`src/rtl/pll_lock_supervisor.sv`:
```
// pll_lock_supervisor: sequences iCE40 PLL reset, qualifies lock, releases the PLL domain and retries on failure
module pll_lock_supervisor #(
    parameter int PLL_RST_CYCLES = 16,
    parameter int LOCK_TIMEOUT   = 25000,
    parameter int STABLE_CYCLES  = 256,
    parameter int MAX_RETRIES    = 3
) (
    input  logic       i_clk,
    input  logic       i_reset,
    input  logic       i_pll_lock,
    input  logic       i_retry,
    output logic       o_pll_resetb,
    output logic       o_pll_bypass,
    output logic       o_domain_rst,
    output logic       o_ready,
    output logic       o_fault,
    output logic [2:0] o_state,
    output logic [3:0] o_retry_cnt,
    output logic [7:0] o_unlock_cnt
);
    localparam int MAX_A = (PLL_RST_CYCLES > LOCK_TIMEOUT) ? PLL_RST_CYCLES : LOCK_TIMEOUT;
    localparam int MAX_CNT = (MAX_A > STABLE_CYCLES) ? MAX_A : STABLE_CYCLES;
    localparam int CW = $clog2(MAX_CNT + 1);
    localparam logic [CW-1:0] RST_END = CW'(PLL_RST_CYCLES - 1);
    localparam logic [CW-1:0] TO_END = CW'(LOCK_TIMEOUT - 1);
    localparam logic [CW-1:0] ST_END = CW'(STABLE_CYCLES - 1);
    localparam logic [3:0] MAX_R = 4'(MAX_RETRIES);
    typedef enum logic [2:0] {
        RESET_PLL = 3'd0,
        WAIT_LOCK = 3'd1,
        STABILIZE = 3'd2,
        RUN       = 3'd3,
        FAULT     = 3'd4
    } state_t;
    state_t state, nxt;
    logic [CW-1:0] cnt;
    logic [1:0] sync;
    logic lock_s;
    assign lock_s = sync[1];
    always_ff @(posedge i_clk) begin
        if (i_reset) begin
            state        <= RESET_PLL;
            cnt          <= '0;
            sync         <= '0;
            o_retry_cnt  <= '0;
            o_unlock_cnt <= '0;
        end else begin
            sync  <= {sync[0], i_pll_lock};
            state <= nxt;
            cnt   <= (nxt != state) ? '0 : cnt + 1'b1;
            if (state == WAIT_LOCK && nxt == RESET_PLL)
                o_retry_cnt <= o_retry_cnt + 1'b1;
            else if (nxt == RUN || (nxt == RESET_PLL && state != RESET_PLL))
                o_retry_cnt <= '0;
            if (state == RUN && nxt == RESET_PLL && o_unlock_cnt != 8'hFF)
                o_unlock_cnt <= o_unlock_cnt + 1'b1;
        end
    end
    // A lock seen on the timeout cycle, or a drop on the final stable cycle, takes priority
    always_comb begin
        nxt = state;
        case (state)
            RESET_PLL: nxt = (cnt == RST_END) ? WAIT_LOCK : RESET_PLL;
            WAIT_LOCK: nxt = lock_s ? STABILIZE : (cnt != TO_END) ? WAIT_LOCK :
                             (o_retry_cnt == MAX_R) ? FAULT : RESET_PLL;
            STABILIZE: nxt = !lock_s ? WAIT_LOCK : (cnt == ST_END) ? RUN : STABILIZE;
            RUN:       nxt = lock_s ? RUN : RESET_PLL;
            FAULT:     nxt = i_retry ? RESET_PLL : FAULT;
            default:   nxt = RESET_PLL;
        endcase
    end
    always_comb begin
        o_pll_resetb = !(state == RESET_PLL || state == FAULT);
        o_pll_bypass = 1'b0;
        o_domain_rst = state != RUN;
        o_ready      = state == RUN;
        o_fault      = state == FAULT;
        o_state      = state;
    end
endmodule

```
`config.mk`:
```
export PLATFORM = sky130hd
export DESIGN_NAME = pll_lock_supervisor
export DESIGN_NICKNAME = d
export VERILOG_FILES = /design/src/rtl/pll_lock_supervisor.sv
export SDC_FILE = /design/constraint.sdc
export NUM_CORES = 1
export LEC_CHECK = 0
export CORE_MARGIN = 3
export CORE_UTILIZATION = 50
export CTS_CLUSTER_SIZE = 40
export DETAILED_ROUTE_END_ITERATION = 8
export PLACE_DENSITY_LB_ADDON = 0.05
export SETUP_SLACK_MARGIN = 0.4
export SYNTH_ARGS = -nofsm -noshare
export SYNTH_HDL_FRONTEND = slang
export SYNTH_SLANG_ARGS = --single-unit
```
`constraint.sdc`:
```
create_clock -name i_clk -period 3.4 [get_ports i_clk]
set_clock_uncertainty 0.15 [all_clocks]
set_input_delay 0.85 -clock i_clk [delete_from_list [all_inputs] [get_ports i_clk]]
set_output_delay 0.85 -clock i_clk [all_outputs]
set_load 0.1 [all_outputs]
```
==> results_dict.tcl, run 1 <==
set metrics [dict create \
    ys_seq_area_frac 0.3957 \
    syn2layout_area_growth_pct 17.85 \
    coreArea_um2 3078 \
    timing_hold_violations_final 0 \
    avgSynthCellArea_um2 9.359 \
    synth_nets 180 \
    register_area_um2 649.4 \
    fmax_ghz 0.3831 \
    worst_pin_slew_ps 657.8 \
    min_path_type "reg2reg" \
    crit_arrival_ps 2670 \
    drc 0 \
    cts_max_level 2 \
    critPathLaunchType "register" \
    portBuffers 22 \
    cts_sinks 32 \
    critPathLaunch "cnt[3]" \
    rsz0062_at_grt "no" \
    routabilityCongestion 0.8482 \
    grt_overflow_total 0 \
    finalNetCount 206 \
    setup_violations 0 \
    yosysMostFrequentCell "dfxtp_1" \
    diodes 0 \
    start_util 0.5260 \
    cts_hold_buffers 0 \
    die-height_um 62.91 \
    final_util 0.6199 \
    dieWidth_um 62.91 \
    clk_latency_ps 330 \
    clkTransAtPathRegs_ps 100 \
    leakage_uw 0.0007335 \
    drt_iter0_drc 66 \
    ys.flop_type "dfxtp_1" \
    dr.pass1.iters 5 \
    grt_pass1_vias 1262 \
    synth_seq_cells 32 \
    r2r_start "cnt[3]" \
    cts_tree "built" \
    final_cell_count_no_fill 244 \
    crit_path_max_fanout 15 \
    netlist_area_um2 1619 \
    synth_area_leader_cell "dfxtp_1" \
    cts_made_buffers 5 \
    worstPathRequired_ps 3460 \
    ys_warn_count 0 \
    post_cts_buffers 0 \
    total_power_uw 639.3 \
    slew_viol_final 0 \
    grt_use_total 0.1708 \
    fillCellCount 282 \
    final_cell_area_um2 1908 \
    rows 20 \
    ys_types 43 \
    io_pins 24 \
    fin_crit_sh 0.7677 \
    ctsResizeCount 0 \
    via_count 1303 \
    antenna_left 0 \
    place_inst 236 \
    ir_drop_mv 0.1628 \
    min_from "sync[0]" \
    drive_gt1_frac 0.2950 \
    slew_headroom 0.5553 \
    criticalPathCategory "reg2reg" \
    antenna_found_initial 0 \
    grt_pass1_wl_um 5423 \
    placed_area_um2 1849 \
    avgViaCountPerCell 5.340 \
    root_buffer "clkbuf_4" \
    tns_ps 0 \
    multi_input_area_um2 938.4 \
    yosys.area.top_type_share 0.3957 \
    period_minus_slack_ps 2610 \
    synth_area_leaders "dfxtp_1, xor2_1, nor2_1" \
    wire_per_inst_um 12.55 \
    clk_path_buf_depth 2 \
    async_flop_share 0 \
    cap_viol_max_count 0 \
    synthCells 173 \
    drt_wl_total_um 3062 \
    grt_max_degree 16 \
    synth_edf_count 0 \
    synthTopCellsByCount "dfxtp_1, nor2_1, xor2_1" \
    endpoint_kind "register" \
    power_density_nw_per_um2 335.0 \
    die_area_um2 3957 \
    dp_hpwl_um 2292 \
    status "completed" \
]
[cells by family (layout without fill, tap and decap cells)]
logic type	after synthesis	count (layout)	share of synthesized area
simple gates	87	87	0.3130
buf+inv	10	37	0.03632
xor+xnor	21	21	0.1136
flops	32	32	0.3957
other cells	1	1	0.002316
mux	2	2	0.01314
compound gates	17	17	0.1028
fa+ha+maj	3	3	0.02319
[path summary, 6_finish.rpt]
path / to / slack [ps] / cells past startpoint
setup reg to reg: cnt[2] / 790 / 6
hold reg to reg: sync[1] / 300 / 1
setup / recovery: cnt[2] / 790 / 6
hold / removal: sync[1] / 300 / 1
[per-stage QoR]
step,setup slack (ps),hold WS (ps)
floorplan,61.24,263.8
global placement,649.1,278.7
detailed placement,595.5,273.1
CTS,763.4,300.1
global route,610.5,320.7
finish,789.9,296.8
[per-layer routing]
metal  share of wire  track usage  vias up  wire length (um)
li1                -            -      659                 -
met1            0.47       0.2038      611              1430
met2            0.46       0.2780       25              1419
met3           0.049      0.04496        8               151
met4           0.020      0.09091        0                61
met5               0            0        -                 0
[cell usage in the layout (no fill, tap or decap), types with 2 or more instances in the layout]
| master | count |
|---|---|
| dfxtp_1 | 29 |
| nor2_1 | 22 |
| buf_4 | 20 |
| xor2_1 | 12 |
| nor2_2 | 10 |
| nand4_1 | 9 |
| xnor2_1 | 9 |
| nand3_1 | 7 |
| nor4_1 | 6 |
| a21oi_1 | 6 |
| inv_1 | 5 |
| nand2_1 | 5 |
| clkbuf_4 | 5 |
| and3_1 | 4 |
| nand2b_1 | 3 |
| or4_4 | 3 |
| or2_2 | 3 |
| ha_1 | 3 |
| clkdlybuf4s50_1 | 3 |
| and2b_2 | 2 |
| nor2b_1 | 2 |
| a21o_1 | 2 |
| a22o_1 | 2 |
| clkbuf_1 | 2 |
| dfxtp_4 | 2 |
[final cells by class]
class / instances / area share
well taps: 44 / 0.02885
inverters: 6 / 0.01377
multi-input cells: 131 / 0.4918
clock buffers: 8 / 0.03082
repair buffers: 23 / 0.09443
flip-flops and latches: 32 / 0.3403
[power breakdown]
group	internal (uW)	leakage, uW	switching (uW)
registers	377	0.000261	4.46
clock network	102	0.0000326	128
logic	10.6	0.000440	17.3
total	490	0.000733	149
[worst max-delay path, stage by stage, from the launching register on]
cell and delay, ps:
dfxtp_1 380, or4_4 550, or4_4 570, nand2_4 110, a21oi_1 110, o221ai_4 510, nor2_1 100
[sequential cells by signal, indices dropped and copies added, names as in the netlist]
register and count:
sync 2, o_retry_cnt 4, cnt 15, o_unlock_cnt 8, o_state 3
No activity file was read; power rests on OpenSTA's default activity.
==> run 2, diff against run 1 <==
- CORE_UTILIZATION: 50 -> 48
- clock period: 3.4 -> 2.2 ns (I/O delays scaled with it)
==> results_dict.tcl, run 2 (synthesized netlist as in run 1, its figures left out) <==
set metrics [dict create \
    place_inst 258 \
    grt_max_degree 16 \
    grt_pass1_wl_um 7058 \
    criticalPathCategory "reg2reg" \
    cts_sinks 32 \
    setup_ws_ps -223.7 \
    placed_area_um2 2277 \
    io_pins 24 \
    rsz0062_at_grt "yes" \
    antenna_found_initial 0 \
    timing_hold_violations_final 0 \
    leakage_uw 0.0009725 \
    endpoint_kind "register" \
    crit_path_max_fanout 15 \
    fin_crit_sh 1.102 \
    die_area_um2 4106 \
    diodes 0 \
    rows 20 \
    crit_chain "or4_4 > or4_4 > nand2_4 > and3b_2 > o221ai_4 > buf_12 > nor2_1" \
    critPathLaunchType "register" \
    r2r_slack_ps -220 \
    intPower_uw 767.8 \
    start_util 0.5176 \
    r2r_cells 7 \
    total_power_uw 1005 \
    min_path_type "reg2reg" \
    drt_iter0_drc 71 \
    setup_violations 27 \
    ir_drop_mv 0.3241 \
    worstPathRequired_ps 2320 \
    drc 0 \
    syn2layout_area_growth_pct 56.80 \
    pre_cts_slack_ps -170.8 \
    power_density_nw_per_um2 395.9 \
    dieWidth_um 64.08 \
    drt_wl_total_um 4167 \
    clk_path_buf_depth 2 \
    portBuffers 22 \
    final_cell_area_um2 2539 \
    regMostFlops "cnt" \
    largest_reg_flops 15 \
    fillCellCount 192 \
    grt_use_total 0.2194 \
    die-height_um 64.08 \
    crit_arrival_ps 2540 \
    power_frac_comb 0.064 \
    coreArea_um2 3128 \
    final_cell_count_no_fill 277 \
    final_util 0.8116 \
    clkTransAtPathRegs_ps 100 \
    cts_hold_buffers 0 \
    period_minus_slack_ps 2424 \
    clockPowerShare 0.352 \
    finalNetCount 239 \
    status "finished with violations" \
    wire_per_inst_um 15.04 \
    via_count 1501 \
    crit_top_cell "or4_4" \
    slew_viol_final 0 \
    grt_pass1_vias 1562 \
    seq_power_share 0.584 \
    cap_viol_max_count 0 \
    clk_latency_ps 330 \
    p_switching_uw 237.2 \
    cpMaxStageDelayCell "or4_4" \
    drive_gt1_frac 0.4721 \
    reg_top3 "cnt x15, o_unlock_cnt x8, o_retry_cnt x4" \
    fmax_ghz 0.4126 \
    hold_path_depth 1 \
    cts_max_level 2 \
    antenna_left 0 \
    routabilityCongestion 0.8320 \
    grt_overflow_total 0 \
    cts_tree "built" \
    avgViaCountPerCell 5.419 \
    dp_hpwl_um 2729 \
    most-common-layout-cells "dfxtp_1, buf_4, nor2_1, buf_12" \
    cpPeakStageDelay_ps 570 \
    root_buffer "clkbuf_4" \
    cts_made_buffers 5 \
    dr.pass1.iters 4 \
    switching_share 0.2360 \
    violations "setup timing" \
]
-- run 2: changes by cell type in the layout (fill, tap and decap cells not counted), sizes merged --
| cell | delta |
|---|---|
| inv | -1 |
| buf | +33 |
| clkinvlp | +1 |
-- run 2: power by group through the flow --
stage / Clock (uW) / Combinational [uW] / Sequential (uW)
after floorplan: 0 / 35.0 / 602
final: 354 / 64.3 / 587
after global routing: 379 / 70.7 / 588
after global placement: 0 / 56.9 / 600
after detailed placement: 0 / 58.3 / 600
after CTS: 356 / 60.2 / 587
-- run 2: layer usage --
layer | global-route usage | vias to the layer above | part of all wire
met1 | 0.2631 | 717 | 0.41
met2 | 0.3690 | 52 | 0.50
met4 | 0.1159 | 0 | 0.027
met3 | 0.04042 | 12 | 0.055
met5 | 0 | - | 0
li1 | - | 720 | -
-- run 2: final cells by class --
cell class	count	area, um2	area share
clock buffer	8	58.81	0.02316
inverter	6	30.03	0.01183
multi-input combinational	131	1032	0.4066
sequential	32	654.4	0.2578
tap	44	55.05	0.02169
timing repair buffer	56	708.2	0.2790
-- run 2: worst max-delay path, delay by kind of cell, from the launching register on --
family | cells | cell delay [ps]
compound gates | 1 | 100
buf+inv | 1 | 190
flops | 1 | 340
simple gates | 5 | 1580
-- run 2: stage by stage --
step                      setup TNS, ps  hold slack [ps]
after detailed placement          -3018            287.7
final                             -4383            307.7
after global routing              -6623            322.1
after floorplan                  -13540            263.8
after CTS                         -3482            313.1
after global placement            -2319            281.4
-- run 2: path summary, 6_finish.rpt --
check	startpoint	to
setup / recovery	cnt[9]	cnt[2]
hold / removal	sync[0]	sync[1]
hold reg to reg	sync[0]	sync[1]
setup reg to reg	cnt[9]	cnt[2]
-- run 2: timing repair --
item                                   CTS  global route
endpoints found under the hold margin    0             0
setup buffers                            6             5
setup endpoints to repair               33            34
pin swaps                               11             7
gates resized for setup                 11            14
==> run 3, diff against run 2 <==
- CTS_CLUSTER_DIAMETER: unset -> 120
- PLACE_DENSITY: unset -> 0.74
- PLACE_DENSITY_LB_ADDON: 0.05 -> unset
- SLEW_MARGIN: unset -> 40
==> results_dict.tcl, run 3 (synthesized netlist as in run 1, its figures left out) <==
set metrics [dict create \
    status "finished with violations" \
    violations "setup timing" \
    crit_chain "or4_4 > or4_4 > nand2_8 > and3b_2 > o221ai_4 > buf_12 > nor2_1" \
    fin_crit_sh 1.110 \
    rsz0062_at_grt "yes" \
    rows 20 \
    cts_tree "built" \
    cts_sinks 32 \
    power_density_nw_per_um2 377.2 \
    most-common-layout-cells "buf_4, dfxtp_1, nor2_1, buf_12, buf_6" \
    criticalPathCategory "reg2reg" \
    ir_drop_mv 0.3610 \
    critPathLaunchType "register" \
    endpoint_kind "register" \
    min_path_type "reg2reg" \
    worst_pin_slew_ps 525.7 \
    finalNetCount 250 \
    hold_path_depth 1 \
    grt_max_degree 16 \
    grt_pass1_vias 1564 \
    clk_latency_ps 350 \
    slew_headroom 0.6463 \
    reg_top3 "cnt x15, o_unlock_cnt x8, o_retry_cnt x4" \
    setup_violations 31 \
    io_pins 24 \
    drive_gt1_frac 0.5164 \
    die_area_um2 4106 \
    clk_path_buf_depth 2 \
    period_minus_slack_ps 2442 \
    root_buffer "clkbuf_4" \
    grt_overflow_total 0 \
    cts_max_level 2 \
    r2r_cells 7 \
    grt_pass1_wl_um 7424 \
    setup_ws_ps -242.0 \
    crit_top_cell "or4_4" \
    final_cell_area_um2 2704 \
    leakage_uw 0.001055 \
    fillCellCount 141 \
    drc 0 \
    antenna_found_initial 0 \
    coreArea_um2 3128 \
    worstPathRequired_ps 2340 \
    drt_iter0_drc 84 \
    largest_reg_flops 15 \
    cts_made_buffers 5 \
    slew_viol_final 0 \
    fmax_ghz 0.4095 \
    cp.buffers_inverters 1 \
    placed_area_um2 2307 \
    timing_hold_violations_final 0 \
    layout_commonest_cell "buf_4" \
    via_count 1627 \
    diodes 0 \
    dr.pass1.iters 4 \
    grt_use_total 0.2337 \
    dp_hpwl_um 2934 \
    cpMaxStageDelayCell "or4_4" \
    cts_hold_buffers 0 \
    avgViaCountPerCell 5.649 \
    dieWidth_um 64.08 \
    crit_arrival_ps 2580 \
    portBuffers 22 \
    clkTransAtPathRegs_ps 100 \
    routabilityCongestion 0.7946 \
    drt_wl_total_um 5362 \
    final_util 0.8644 \
    regMostFlops "cnt" \
    die-height_um 64.08 \
    crit_path_max_fanout 15 \
    wire_per_inst_um 18.62 \
    syn2layout_area_growth_pct 67.00 \
    cpPeakStageDelay_ps 570 \
    path_delay_family "simple AND/OR/NAND/NOR gates" \
    total_power_uw 1020 \
    crit_cells 7 \
    antenna_left 0 \
    cap_viol_max_count 0 \
    start_util 0.5176 \
]
## run 3: final timing paths
| kind | from | to | slack, ps |
|---|---|---|---|
| hold / removal | sync[0] | sync[1] | 310 |
| setup / recovery | cnt[9] | cnt[2] | -240 |
| setup reg to reg | cnt[9] | cnt[2] | -240 |
| hold reg to reg | sync[0] | sync[1] | 310 |
## run 3: stage by stage
| step | setup WS [ps] | setup TNS (ps) | std cells | hold WS [ps] |
|---|---|---|---|---|
| 4_1_cts | -196.8 | -4300 | 281 | 310.9 |
| 3_3_place_gp | -170.8 | -3050 | 262 | 276.7 |
| 5_1_grt | -294.0 | -7454 | 288 | 329.4 |
| 3_5_place_dp | -253.1 | -4246 | 262 | 282.9 |
| 6_report | -242.0 | -5953 | 288 | 307.8 |
| 2_1_floorplan | -1139 | -13540 | 173 | 263.8 |
## run 3: routing by layer
layer | vias up | routed length [um] | track usage
li1 | 742 | - | -
met1 | 780 | 2113 | 0.2629
met2 | 79 | 2666 | 0.4142
met3 | 26 | 349 | 0.05097
met4 | 0 | 232 | 0.1105
met5 | - | 0 | 0
## run 3: final cells by class
type	count	area [um2]	area share
Multi-Input combinational cell	131	1092	0.4040
Timing Repair Buffer	67	809.5	0.2994
Sequential cell	32	655.6	0.2425
Clock buffer	7	55.05	0.02036
Tap cell	44	55.05	0.02036
Inverter	6	30.03	0.01111
Clock inverter	1	6.256	0.002314
## run 3: worst reg2reg max path, cell delays in order, from the launching register on
cell      delay, ps
dfxtp_2         340
or4_4           570
or4_4           570
nand2_8         110
and3b_2         220
o221ai_4        110
buf_12          200
nor2_1          110
## run 3: power by group
| group | internal (uW) | switching (uW) | total, uW |
|---|---|---|---|
| Clock | 157 | 209 | 366 |
| Combinational | 27.1 | 38.9 | 66.0 |
| Sequential | 583 | 4.26 | 587 |
## run 3: what timing repair did
item	4_1_cts	5_1_grt
buffers inserted	11	7
cloned	0	0
resized for setup	23	17
pin swaps	10	12
setup endpoints to repair	34	35
